==> config.mk <==
export PLATFORM = sky130hd
export DESIGN_NAME = node_router_link
export DESIGN_NICKNAME = d
export VERILOG_FILES = /design/src/rtl/node_router_link.sv
export SDC_FILE = /design/constraint.sdc
export NUM_CORES = 1
export LEC_CHECK = 0
export ABC_CLOCK_PERIOD_IN_PS = 7800
export CELL_PAD_IN_SITES_DETAIL_PLACEMENT = 0
export CELL_PAD_IN_SITES_GLOBAL_PLACEMENT = 1
export CORE_MARGIN = 2
export CORE_UTILIZATION = 55
export DETAILED_ROUTE_END_ITERATION = 16
export PLACE_DENSITY = 0.83
export SKIP_LAST_GASP = 1
export SLEW_MARGIN = 25
export SYNTH_ARGS = -nofsm -noshare
export SYNTH_HDL_FRONTEND = slang
export SYNTH_SLANG_ARGS = --single-unit
==> constraint.sdc <==
create_clock -name clock -period 7.8 [get_ports clock]
set_input_delay 0.78 -clock clock [delete_from_list [all_inputs] [get_ports clock]]
set_output_delay 0.78 -clock clock [all_outputs]
set_load 0.005 [all_outputs]
==> src/rtl/node_router_link.sv <==
// node_router_link: node-side byte-link endpoint that serialises 32-bit packets to a router
// and reassembles inbound bytes into packets, with a packet FIFO in each direction.
module node_router_link #(
  parameter int TX_DEPTH = 4,
  parameter int RX_DEPTH = 4
) (
  input  logic                      clock,
  input  logic                      reset_n,
  input  logic                      tx_valid,
  input  logic [31:0]               tx_packet,
  output logic                      tx_ready,
  output logic                      rx_valid,
  output logic [31:0]               rx_packet,
  input  logic                      rx_ready,
  input  logic                      to_router_free,
  output logic                      to_router_put,
  output logic [7:0]                to_router_payload,
  input  logic                      from_router_put,
  input  logic [7:0]                from_router_payload,
  output logic                      from_router_free,
  output logic [$clog2(TX_DEPTH):0] tx_count,
  output logic [$clog2(RX_DEPTH):0] rx_count,
  output logic                      protocol_error
);
  localparam int TAW = $clog2(TX_DEPTH);
  localparam int RAW = $clog2(RX_DEPTH);
  localparam logic [TAW:0] TX_FULL = (TAW + 1)'(TX_DEPTH);
  localparam logic [RAW:0] RX_FULL = (RAW + 1)'(RX_DEPTH);

  typedef enum logic [2:0] {IDLE, SEND0, SEND1, SEND2, SEND3, GAP} tx_state_t;

  tx_state_t      tx_state, tx_next;
  logic [31:0]    tx_mem [TX_DEPTH];
  logic [TAW-1:0] tx_wr, tx_rd;
  logic [23:0]    tx_shift;
  logic           tx_push, tx_pop;

  assign tx_ready = tx_count < TX_FULL;
  assign tx_push  = tx_valid && tx_ready;

  always_comb begin
    tx_next = tx_state;
    tx_pop  = 1'b0;
    case (tx_state)
      IDLE:    if (tx_count != '0 && to_router_free) begin
                 tx_next = SEND0;
                 tx_pop  = 1'b1;
               end
      SEND0:   tx_next = SEND1;
      SEND1:   tx_next = SEND2;
      SEND2:   tx_next = SEND3;
      SEND3:   tx_next = GAP;
      default: tx_next = IDLE;
    endcase
  end

  always_ff @(posedge clock)
    if (tx_push) tx_mem[tx_wr] <= tx_packet;

  // Byte 0 leaves straight from the FIFO head; the rest shift out of tx_shift MSB first.
  always_ff @(posedge clock or negedge reset_n)
    if (!reset_n) begin
      tx_state          <= IDLE;
      tx_wr             <= '0;
      tx_rd             <= '0;
      tx_count          <= '0;
      tx_shift          <= '0;
      to_router_put     <= 1'b0;
      to_router_payload <= 8'h00;
    end else begin
      tx_state          <= tx_next;
      tx_wr             <= tx_wr + TAW'(tx_push);
      tx_rd             <= tx_rd + TAW'(tx_pop);
      tx_count          <= tx_count + (TAW + 1)'(tx_push) - (TAW + 1)'(tx_pop);
      tx_shift          <= tx_pop ? tx_mem[tx_rd][23:0] : {tx_shift[15:0], 8'h00};
      to_router_put     <= tx_next inside {SEND0, SEND1, SEND2, SEND3};
      to_router_payload <= tx_pop ? tx_mem[tx_rd][31:24] :
                           (tx_next inside {SEND1, SEND2, SEND3}) ? tx_shift[23:16] : 8'h00;
    end

  logic [1:0]     rx_phase, rx_phase_n;
  logic [23:0]    rx_part;
  logic [31:0]    rx_mem [RX_DEPTH];
  logic [RAW-1:0] rx_wr, rx_rd;
  logic [RAW:0]   rx_count_n;
  logic           rx_start, rx_push, rx_pop, rx_viol;

  assign rx_start   = from_router_put && from_router_free && rx_phase == 2'd0;
  assign rx_push    = from_router_put && rx_phase == 2'd3;
  assign rx_pop     = rx_valid && rx_ready;
  assign rx_viol    = rx_phase == 2'd0 ? from_router_put && !from_router_free : !from_router_put;
  assign rx_phase_n = rx_phase == 2'd0 ? {1'b0, rx_start} : from_router_put ? rx_phase + 2'd1 : 2'd0;
  assign rx_count_n = rx_count + (RAW + 1)'(rx_push) - (RAW + 1)'(rx_pop);
  assign rx_valid   = rx_count != '0;
  assign rx_packet  = rx_valid ? rx_mem[rx_rd] : 32'h0;

  always_ff @(posedge clock)
    if (rx_push) rx_mem[rx_wr] <= {rx_part, from_router_payload};

  // Free is only offered between packets and only when a whole slot is guaranteed.
  always_ff @(posedge clock or negedge reset_n)
    if (!reset_n) begin
      rx_phase         <= 2'd0;
      rx_part          <= '0;
      rx_wr            <= '0;
      rx_rd            <= '0;
      rx_count         <= '0;
      from_router_free <= 1'b0;
      protocol_error   <= 1'b0;
    end else begin
      rx_phase         <= rx_phase_n;
      rx_part          <= from_router_put ? {rx_part[15:0], from_router_payload} : rx_part;
      rx_wr            <= rx_wr + RAW'(rx_push);
      rx_rd            <= rx_rd + RAW'(rx_pop);
      rx_count         <= rx_count_n;
      from_router_free <= rx_phase_n == 2'd0 && rx_count_n < RX_FULL;
      protocol_error   <= protocol_error | rx_viol;
    end
endmodule

Word level (Yosys, flattened, before mapping). Memory sizes are Yosys's and may differ from the RTL's. Cells that the tools add are included.

Bits in registers: 78. Bits in writable memories: 256. Bits of input ports: 46. Output and inout port bits: 51. Memories kept: 2.

Memories: rx_mem (depth 4, bits a word 32, read ports 1, clocked after Yosys merged registers in 0, wr ports 1, line 83) `logic [31:0] rx_mem [RX_DEPTH];`; tx_mem (depth 4, bits a word 32, read ports 1, clocked after Yosys merged registers in 0, wr ports 1, line 33) `logic [31:0] tx_mem [TX_DEPTH];`.

Add/subtract/negate cells: 9. $lt $le $gt $ge: 2. Equality and inequality tests: 9. Muxes and demuxes: 15. Bitwise logic cells: 1. Reductions and logical operators: 17.

Operators with widths (number): 2-to-1 mux 32 bit (1); 2-to-1 mux 24 bit (1); 2-to-1 mux 8 bit (2); one-hot mux 3 bit (5 select lines) (1); equality test 3 x 2 -> 1 bit, second input constant (4); nonzero test 3 bit (3); adder 2 x 1 -> 2 bit (4); logical AND 1 bit (8); 2-to-1 mux 1 bit (7); adder 3 x 1 -> 3 bit (2); equality test 3 x 1 -> 1 bit, second input constant (2); equality test 3 bit, second input constant (2); < comparator 3 bit, second input constant (2); subtractor 3 x 1 -> 3 bit (2); logical NOT 2 bit (2); 2-to-1 mux 2 bit (2); nonzero test 4 bit (1); logical NOT 3 bit (1); 2-to-1 mux 3 bit (1); adder 2 x 1 -> 2 bit, second input constant (1); equality test 2 bit, second input constant (1); logical NOT 1 bit (2); OR 1 bit (1).

Depth between registers and ports, before layout. Gate-level depths: netlist of run 1.

Word-level depth: 8. Gate-level depth with buffers: 9. Depth with buffers taken out: 8.

Worst setup path after synthesis of run 1. OpenSTA, ideal clock, no wires.

Kind: in2reg. Start: input from_router_put. End: memory rx_mem[1][0] (enable). Setup time: 468 ps. Data arrival time: 3675 ps. Data required time: 7332 ps. Setup slack: 3657 ps. Cell stages on the path: 3. Buffers on the path: 1. Cell sequence: clkbuf_1 nand2_1 nor3b_1.

Cells in the longest elaborated chain, start to end: 3.

Ends and longest elaborated chain: start: declaration (line 18) `input logic from_router_put,`; logical AND 1 bit (line 89) `assign rx_push = from_router_put && rx_phase == 2'd3;`; 2-to-1 mux 1 bit (line 98) `if (rx_push) rx_mem[rx_wr] <= {rx_part, from_router_payload};`; 2-to-1 mux 1 bit (not written as such) (line 98); end: declaration (line 83).

Every way passes these cells.

Worst setup path after layout of run 1.
Start: register rx_rd[1]. End: output rx_packet[13].

Cells in the longest elaborated chain, start to end: 2.

Ends and longest elaborated chain: start: declaration (line 84) `logic [RAW-1:0] rx_wr, rx_rd;`; start signal: assignment (line 114) `rx_rd <= rx_rd + RAW'(rx_pop);`; memory (4 x 32 bit); 2-to-1 mux 32 bit (line 95) `assign rx_packet = rx_valid ? rx_mem[rx_rd] : 32'h0;`; end: declaration (line 13) `output logic [31:0] rx_packet,`.

Every way passes these cells.

==> results of run 1 <==
## registers in the layout, indices dropped and copies added (netlist names)
signal / cells
rx_mem: 128
tx_mem: 128
rx_part: 24
tx_shift: 24
to_router_payload: 8
rx_count: 3
tx_count: 3
tx_state: 3
rx_phase: 2
rx_rd: 2
rx_wr: 2
tx_rd: 2
tx_wr: 2
from_router_free: 1
protocol_error: 1
to_router_put: 1
## power by group
part,switching [uW],internal (uW)
clock,594,794
combinational,475,800
sequential,226,2180
## metal layers
| metal | vias up | track usage | share of wire |
|---|---|---|---|
| met2 | 130 | 0.348 | 0.55 |
| li1 | 2508 | - | - |
| met1 | 2989 | 0.225 | 0.38 |
| met4 | 2 | 0.0494 | 0.021 |
| met3 | 42 | 0.0348 | 0.045 |
| met5 | - | 0 | 0.00060 |
## worst max-delay path by stage
stage	startpoint	endpoint	slack [ns]	depth (start not counted)
floorplan	from_router_put	rx_mem[1][0]	3.66	3
global placement	rx_rd[0]	rx_packet[26]	4.61	3
detailed placement	from_router_put	from_router_free	4.56	9
CTS	rx_rd[1]	rx_packet[3]	4.12	4
global route	rx_rd[1]	rx_packet[3]	4.09	4
finish	rx_rd[1]	rx_packet[13]	4.20	4
## area by class of cell
class	instances	area (um^2)
multi-input cells	204	2730
flip-flops and latches	334	9650
inverters	14	55.1
clock buffers	48	910
fillers	1464	7700
repair buffers	109	1060
clock inverters	9	41.3
well taps	285	357
## worst max-delay path, cell delays in order (launching register included)
cell,delay (ns)
dfrtp_1,0.85
buf_4,0.43
mux4_2,0.37
nor2b_1,0.16
clkdlybuf4s50_1,0.46
## placed cells by master (no fill, tap or decap), drive strengths merged
master         netlist  routed
inv                 14      14
nand2b               1       1
clkinvlp             0       1
edfxtp             256     256
dfrtp               78      78
xnor2                4       4
nor3                 4       4
xor2                 6       6
nor2b               33      33
and3                 2       2
mux4                64      64
a22o                 8       8
buf                 19      14
ha                  10      10
clkdlybuf4s50        0      95
and2                 8       8
nand2                5       5
mux2                40      40
clkbuf               6      48
nand4b               1       1
fa                   2       2
or3                  1       1
nor2                 6       6
o21ai                4       4
nor3b                4       4
clkinv               0       8
o211a                1       1
## stage by stage
step	instance area (um^2)	setup WS (ns)	cells
after floorplan	12600	3.66	577
after global placement	13800	4.61	946
after detailed placement	13800	4.56	946
after CTS	14800	4.12	1003
after global routing	14800	4.09	1003
final	14800	4.20	1003
## kinds of logic after synthesis
| logic type | after synthesis | synth area share |
|---|---|---|
| and+or+nand+nor | 65 | 0.0324 |
| muxes | 104 | 0.155 |
| adders and majority gates | 12 | 0.0132 |
| DFF | 334 | 0.768 |
| xor gates and xnor gates | 10 | 0.00698 |
| buffers and inverters | 39 | 0.0170 |
| AOI/OAI and AO/OA | 13 | 0.00797 |
==> flow_metrics.py, run 1 <==
metrics = {
    "outcome": {
        "status": "complete, no violations",
    },
    "cts": {
        "numCtsBuffers": 31,
        "clock_path_buffers": 3,
        "cts_resized": 0,
        "cts-root-buf": "clkbuf_16",
        "tritoncts": "done",
        "postCtsHoldBufs": 0,
        "clkSinkCount": 334,
        "cts_setup_buffers": 0,
        "insertion_delay_ns": 0.55,
        "cts_max_level": 1,
        "path_clk_slew_ns": 0.06,
    },
    "setup_path": {
        "r2r_start": "rx_count[1]",
        "cp-end-kind": "primary output",
        "start_kind": "register",
        "critPathRequiredTime_ns": 7.02,
        "cp.arrival_ns": 2.82,
        "worstRegToRegCells": 9,
        "reg2reg_slack_ns": 5.32,
        "critPathMaxFanout": 19,
        "critPathKind": "reg2out",
        "timing.rr.end": "from_router_free",
    },
    "placement": {
        "place.port_buffers": 96,
        "place_congestion": 0.717,
        "dp_hpwl_um": 12900,
    },
    "yosys": {
        "yosysMostFrequentCell": "edfxtp_1",
        "synthCells": 577,
        "synthDistinctLibCells": 30,
        "async_flop_share": 0.234,
        "synth_seq_area_share": 0.768,
        "netlist_area_um2": 12600,
        "ys_ff_latch": 334,
        "synthTopCellsByArea": "edfxtp_1, dfrtp_1, mux4_2",
        "synth_edf_count": 256,
        "yosys_warnings": 0,
        "synth.largest_area_cell": "edfxtp_1",
        "synth_top_flop_cell": "edfxtp_1",
        "synth_nets": 635,
        "avgSynthCellArea_um2": 21.8,
        "synth_top_area_frac": 0.612,
        "synthTopCellsByCount": "edfxtp_1, dfrtp_1, mux4_2",
    },
    "floorplanning": {
        "ios": 97,
        "num_rows": 55,
        "start_util": 0.558,
        "dieArea_um2": 24000,
        "core-area_um2": 22500,
        "die_h_um": 155,
        "chipWidth_um": 155,
    },
    "route": {
        "vias": 5671,
        "drt-initial-drc-count": 394,
        "routed_wl_um": 21800,
        "postRouteAntennaNets": 0,
        "wl_per_cell_um": 21.7,
        "drc_errors": 0,
        "viasPerCell": 5.65,
        "firstDrtPassIters": 4,
    },
    "sta": {
        "fin_crit_sh": 0.461,
        "clock.fmax_mhz": 278,
        "rsz0062_at_grt": "false",
        "maxSlewViolCount": 0,
        "clock_skew_ns": 0.0138,
        "fin_crit_ns": 3.60,
        "setup_viol": 0,
        "worst_pin_slew_ns": 0.826,
        "final_hold_viol_count": 0,
        "fin_setup_tns_ns": 0,
        "hold_slack_ns": 0.221,
        "relSlewSlack": 0.449,
    },
    "final_layout": {
        "nets": 752,
        "drive_gt1_frac": 0.240,
        "antenna_cells": 0,
        "synthToLayoutAreaGrowth_pct": 17.9,
        "fin_util": 0.658,
    },
    "hold_path": {
        "hp-class": "in2async",
    },
    "grt": {
        "overflow": 0,
        "antenna_found_initial": 1,
        "grtUsageTotal": 0.187,
        "grt_pass1_wl_um": 34300,
        "grt_max_degree": 41,
        "grt_pass1_vias": 6149,
    },
    "run": {
        "cap_viol_max_count": 0,
    },
    "power_and_ir_drop": {
        "ir_worst_vdd_v": 0.000247,
        "power_uw": 5070,
        "power.density_nw_per_um2": 343,
        "p_leak_uw": 0.00522,
    },
}
(Power assumes the default switching activity.)
==> run 2: changes to the inputs <==
--- a/config.mk
+++ b/config.mk
@@ -5,13 +5,13 @@
 export SDC_FILE = /design/constraint.sdc
 export NUM_CORES = 1
 export LEC_CHECK = 0
-export ABC_CLOCK_PERIOD_IN_PS = 7800
+export ABC_CLOCK_PERIOD_IN_PS = 2900
 export CELL_PAD_IN_SITES_DETAIL_PLACEMENT = 0
 export CELL_PAD_IN_SITES_GLOBAL_PLACEMENT = 1
 export CORE_MARGIN = 2
-export CORE_UTILIZATION = 55
+export CORE_UTILIZATION = 46
 export DETAILED_ROUTE_END_ITERATION = 16
-export PLACE_DENSITY = 0.83
+export PLACE_DENSITY = 0.74
 export SKIP_LAST_GASP = 1
 export SLEW_MARGIN = 25
 export SYNTH_ARGS = -nofsm -noshare
==> constraint.sdc (replaced) <==
create_clock -name clock -period 2.9 [get_ports clock]
set_input_delay 0.29 -clock clock [delete_from_list [all_inputs] [get_ports clock]]
set_output_delay 0.29 -clock clock [all_outputs]
set_load 0.005 [all_outputs]
==> run 2 against run 1 <==
  * Register-to-register slack got worse by 4.5 ns
  * Global-route usage decreased by 3.3 points
  * Final cell count grew 7.0%
  * Sequential share of layout area down 1.4 points
  * Design area up 2.2%
  * Wire length decreased by 1.7%
  * Total power rose to 2.8 times the previous value
  * Critical endpoint is now rx_packet[23]
  * Highest routed layer unchanged
==> flow_metrics.py, run 2 (synthesis results as in run 1) <==
metrics = {
    "route": {
        "routed_wl_um": 21400,
        "postRouteAntennaNets": 0,
        "firstDrtPassIters": 6,
        "wl_per_cell_um": 20.0,
        "drt-initial-drc-count": 375,
        "viasPerCell": 5.26,
        "vias": 5647,
        "drc_errors": 0,
    },
    "final_layout": {
        "synthToLayoutAreaGrowth_pct": 20.4,
        "drive_gt1_frac": 0.253,
        "n_fill_cell": 2026,
        "top_regs": "rx_mem (128), tx_mem (128)",
        "layout_commonest_cell": "edfxtp_1",
        "finalNonFillerCells": 1073,
        "nets": 763,
        "layout_common_cells": "edfxtp_1, clkdlybuf4s50_1, dfrtp_1, mux4_2, clkbuf_16",
        "antenna_cells": 0,
    },
    "sta": {
        "rsz0062_at_grt": "false",
        "fin_crit_ns": 2.77,
        "maxSlewViolCount": 0,
        "clock_skew_ns": 0.0153,
        "fin_setup_tns_ns": 0,
        "relSlewSlack": 0.461,
        "final_hold_viol_count": 0,
        "clock.fmax_mhz": 361,
        "setup_viol": 0,
        "worst_pin_slew_ns": 0.806,
        "fin_crit_sh": 0.955,
    },
    "setup_path": {
        "cp-end-kind": "primary output",
        "critPathMaxFanout": 24,
        "reg2reg_slack_ns": 0.80,
        "critPathRequiredTime_ns": 2.61,
        "timing.rr.end": "tx_count[2]",
        "critPathKind": "reg2out",
        "cp.arrival_ns": 2.48,
        "r2r_start": "tx_count[2]",
        "start_kind": "register",
        "worstRegToRegCells": 8,
    },
    "cts": {
        "tritoncts": "done",
        "clkSinkCount": 334,
        "cts-root-buf": "clkbuf_16",
        "clock_path_buffers": 3,
        "insertion_delay_ns": 0.51,
        "numCtsBuffers": 35,
        "cts_max_level": 2,
        "path_clk_slew_ns": 0.06,
    },
    "power_and_ir_drop": {
        "seqPwrFrac": 0.446,
        "ir_worst_vdd_v": 0.000582,
        "p_leak_uw": 0.00534,
        "internal_power_uw": 10600,
        "switching_share": 0.256,
        "p_switching_uw": 3640,
        "power.density_nw_per_um2": 941,
        "p_comb_frac": 0.259,
        "clock_power_share": 0.295,
    },
    "placement": {
        "dp_hpwl_um": 12600,
        "place_inst": 1008,
        "place_congestion": 0.685,
        "place.port_buffers": 96,
    },
    "floorplanning": {
        "dieArea_um2": 28600,
        "core-area_um2": 26900,
        "chipWidth_um": 169,
        "start_util": 0.467,
        "ios": 97,
        "num_rows": 60,
        "die_h_um": 169,
    },
    "hold_path": {
        "hp-class": "in2async",
    },
    "run": {
        "cap_viol_max_count": 0,
    },
    "grt": {
        "grt_pass1_wl_um": 33600,
        "overflow": 0,
        "grtUsageTotal": 0.154,
        "grt_pass1_vias": 6044,
        "grt_max_degree": 55,
        "antenna_found_initial": 1,
    },
    "outcome": {
        "status": "complete, no violations",
    },
}
run 2: per-stage QoR:
stage	util	hold slack [ns]	area [um^2]	setup slack, ns	power (uW)
after global routing	0.562	0.410	15100	0.00574	14900
after global placement	0.521	0.418	14000	0.562	10100
final	0.562	0.406	15100	0.130	14200
after floorplan	-	-0.00559	12600	0.341	8630
after CTS	0.562	0.400	15100	0.0103	14500
after detailed placement	0.521	0.424	14000	0.510	10200
run 2: timing repair:
item / 4_1_cts / 5_1_grt
endpoints found under the setup margin: 0 / 23
buffers inserted: 0 / 0
hold endpoints to repair: 52 / 0
hold buffers: 1 / 0
gates resized for setup: 0 / 1
run 2: metal layers:
layer,track usage,vias to the layer above,part of all wire
li1,-,2525,-
met1,0.186,2958,0.40
met2,0.281,125,0.54
met3,0.0324,37,0.046
met4,0.0416,2,0.019
met5,0,-,0.00061
run 2: layout make-up:
type | instances | area (um^2) | share of cell area
inverters | 14 | 55.1 | 0.00364
flip-flops and latches | 334 | 9640 | 0.638
clock buffers | 47 | 941 | 0.0622
clock inverters | 17 | 149 | 0.00985
repair buffers | 116 | 1140 | 0.0752
well taps | 341 | 427 | 0.0282
multi-input cells | 204 | 2770 | 0.183
run 2: how the worst max path moves through the flow:
stage,start,to,slack [ns]
2_1_floorplan,from_router_put,rx_mem[1][0],0.34
3_3_place_gp,rx_rd[0],rx_packet[18],0.56
3_5_place_dp,from_router_put,from_router_free,0.51
4_1_cts,rx_rd[0],rx_packet[23],0.01
5_1_grt,rx_rd[0],rx_packet[23],0.006
6_report,rx_rd[0],rx_packet[23],0.13
run 2: power by group through the flow:
| stage | combinational [uW] | clock [uW] | sequential, uW |
|---|---|---|---|
| floorplan | 2440 | 0 | 6190 |
| global placement | 3710 | 0 | 6420 |
| detailed placement | 3790 | 0 | 6450 |
| CTS | 3800 | 4300 | 6360 |
| global route | 4000 | 4490 | 6430 |
| finish | 3690 | 4190 | 6340 |
run 2: critical path: stages, from the launching register on:
cell,delay (ns)
dfrtp_4,0.55
buf_12,0.27
mux4_2,0.54
nor2b_1,0.15
clkdlybuf4s50_1,0.46
==> edit (settings of run 2) <==
Reset style: synchronous (`reset_n`), changed in 2 clocked blocks.
--- a/src/rtl/node_router_link.sv
+++ b/src/rtl/node_router_link.sv
@@ -60,3 +60,3 @@
   // Byte 0 leaves straight from the FIFO head; the rest shift out of tx_shift MSB first.
-  always_ff @(posedge clock or negedge reset_n)
+  always_ff @(posedge clock)
     if (!reset_n) begin
@@ -100,3 +100,3 @@
   // Free is only offered between packets and only when a whole slot is guaranteed.
-  always_ff @(posedge clock or negedge reset_n)
+  always_ff @(posedge clock)
     if (!reset_n) begin
Behaviour: differs if reset_n is asserted again (counterexample within 4 cycles, from zero or initial values and one cycle with reset_n low); with reset_n held inactive, the same outputs for 10 cycles.
==> edit against run 2 <==
- final cell count increased by 6.3%
- area after synthesis is 1.2% lower
- setup slack better by 0.15 ns
- design area shrank 1.3%
- first-iteration DRC count rose by 8.3%
- sequential cell count unchanged
- total power shrank 8.8%
- critical path depth unchanged
- sequential share of layout area shrank 1.8 points
- global-route usage is 0.85 points higher
- routed wire length grew 3.4%
- sequential power down 9.8%
==> edit: results (changes against run 2) <==
- Result of the run: completed (unchanged).
* Mean area per synthesized cell: 19.0 µm² (was 21.8 µm²)
- Post-synthesis compound-gate area fraction: 2.00% (was 0.797%)
- The number of search-and-repair iterations in the first detailed-routing pass is 4 (was 6).
- Routed vias: 6054 (was 5647)
- Hold crit path type: input pin to flip-flop (was input pin to async pin)
* Maximum number of pins on one net before global-route repair: 34 (was 55)
- Adder-cell share of the synthesized area: 1.33% (was 1.32%)
* Largest cells by area after synthesis: sky130_fd_sc_hd__edfxtp_1 (62%), sky130_fd_sc_hd__dfxtp_1 (13%), sky130_fd_sc_hd__mux4_2 (12%) (was sky130_fd_sc_hd__edfxtp_1 (61%), sky130_fd_sc_hd__dfrtp_1 (16%), sky130_fd_sc_hd__mux4_2 (11%))
- The placer's final routability congestion estimate is 0.714 (was 0.685).
* Number of buffers created by CTS: 34 (was 35)
- Detailed Route WL: 22100 µm (was 21400 µm)
- Number of filler cells placed in the layout: 2066 (was 2026)
* Worst setup startpoint: rx_rd[0] (unchanged)
* Part of the Yosys area used for sequential elements: 74.5% (was 76.8%)
- The slew at the pin closest to its max-slew limit came to 0.561 ns (was 0.806 ns).
- Most frequent cells after synthesis: sky130_fd_sc_hd__edfxtp_1 (256), sky130_fd_sc_hd__dfxtp_1 (78), sky130_fd_sc_hd__mux4_2 (64) (was sky130_fd_sc_hd__edfxtp_1 (256), sky130_fd_sc_hd__dfrtp_1 (78), sky130_fd_sc_hd__mux4_2 (64))
- Via count of the first global-routing pass: 6467 (was 6044)
- Final standard cell count with taps included and fillers excluded: 1141 (was 1073)
* Initial antenna violation count: 0 (was 1)
* Global routing usage summed across all routing layers: 16.2% (was 15.4%)
- Maximum resistive drop on vdd: 0.585 mV (was 0.582 mV)
- Worst-path maximum fanout: 32 (was 24)
- The xor/xnor share of the synthesized area was 0.635% (was 0.698%).
* Post-placement setup slack: 0.322 ns (was 0.510 ns)
- The distinct cell type count after synthesis came to 36 (was 30).
- The share of layout cells above drive strength 1 was 19.0% (was 25.3%).
- # nets final: 832 (was 763)
- First-pass GRT wire length: 35200 µm (was 33600 µm)
- The standby leakage power was 0.00504 µW (was 0.00534 µW).
* Detailed Route Iter0 Violations: 406 (was 375)
- The share of Yosys cell area claimed by the top area cell type came to 62.0% (was 61.2%).
- The multiplexer fraction of the synthesized cell area is 13.7% (was 15.5%).
- The placed wire-length estimate after detailed placement is 13300 µm (was 12600 µm).
* FF-to-FF Start: tx_count[1] (was tx_count[2])
-- edit: layout make-up --
type | instances | area share [%]
Multi-Input combinational cell | 270 | 19.7
Inverter | 14 | 0.352
Clock inverter | 13 | 0.754
Sequential cell | 334 | 62.0
Tap cell | 341 | 2.86
Clock buffer | 49 | 6.64
Timing Repair Buffer | 120 | 7.70
-- edit: logic make-up (layout without fill, tap and decap cells) --
family	count (synthesis)	in the layout
mux	90	90
fa+ha+maj	12	12
compound gates	29	29
flops	334	334
buf+inv	48	196
xor+xnor	9	9
simple gates	130	130
-- edit: critical path: stages, from the launching register on --
cell,delay [ns]
sky130_fd_sc_hd__dfxtp_2,0.35
sky130_fd_sc_hd__buf_12,0.27
sky130_fd_sc_hd__mux4_2,0.53
sky130_fd_sc_hd__and2b_1,0.20
sky130_fd_sc_hd__clkdlybuf4s50_1,0.46
-- edit: metrics by stage --
| step | instance area, µm² | util, % |
|---|---|---|
| final | 14900 | 55.8 |
| after global routing | 14900 | 55.8 |
| after CTS | 14900 | 55.8 |
| after detailed placement | 13800 | 51.7 |
| after global placement | 13800 | 51.7 |
| after floorplan | 12400 | - |
-- edit: per-layer routing --
metal	vias up	part of all wire (%)	track usage (%)
met1	3117	40	18.9
met3	35	3.7	2.80
met5	-	0	0
li1	2770	-	-
met4	0	1.9	5.02
met2	132	54	30.5
-- edit: power by group through the flow --
stage	logic [µW]	clock network, µW	registers [µW]
6_report	3030	4220	5720
5_1_grt	3320	4530	5760
4_1_cts	3120	4340	5720
3_5_place_dp	3110	0	5820
3_3_place_gp	3080	0	5800
2_1_floorplan	1880	0	5770
-- edit: final timing paths --
kind | endpoint | slack (ns) | cells past startpoint
setup / recovery | rx_packet[31] | 0.28 | 4
setup reg to reg | tx_count[2] | 0.62 | 10
hold reg to reg | tx_shift[8] | 0.45 | 2
hold / removal | rx_wr[0] | 0.40 | 5
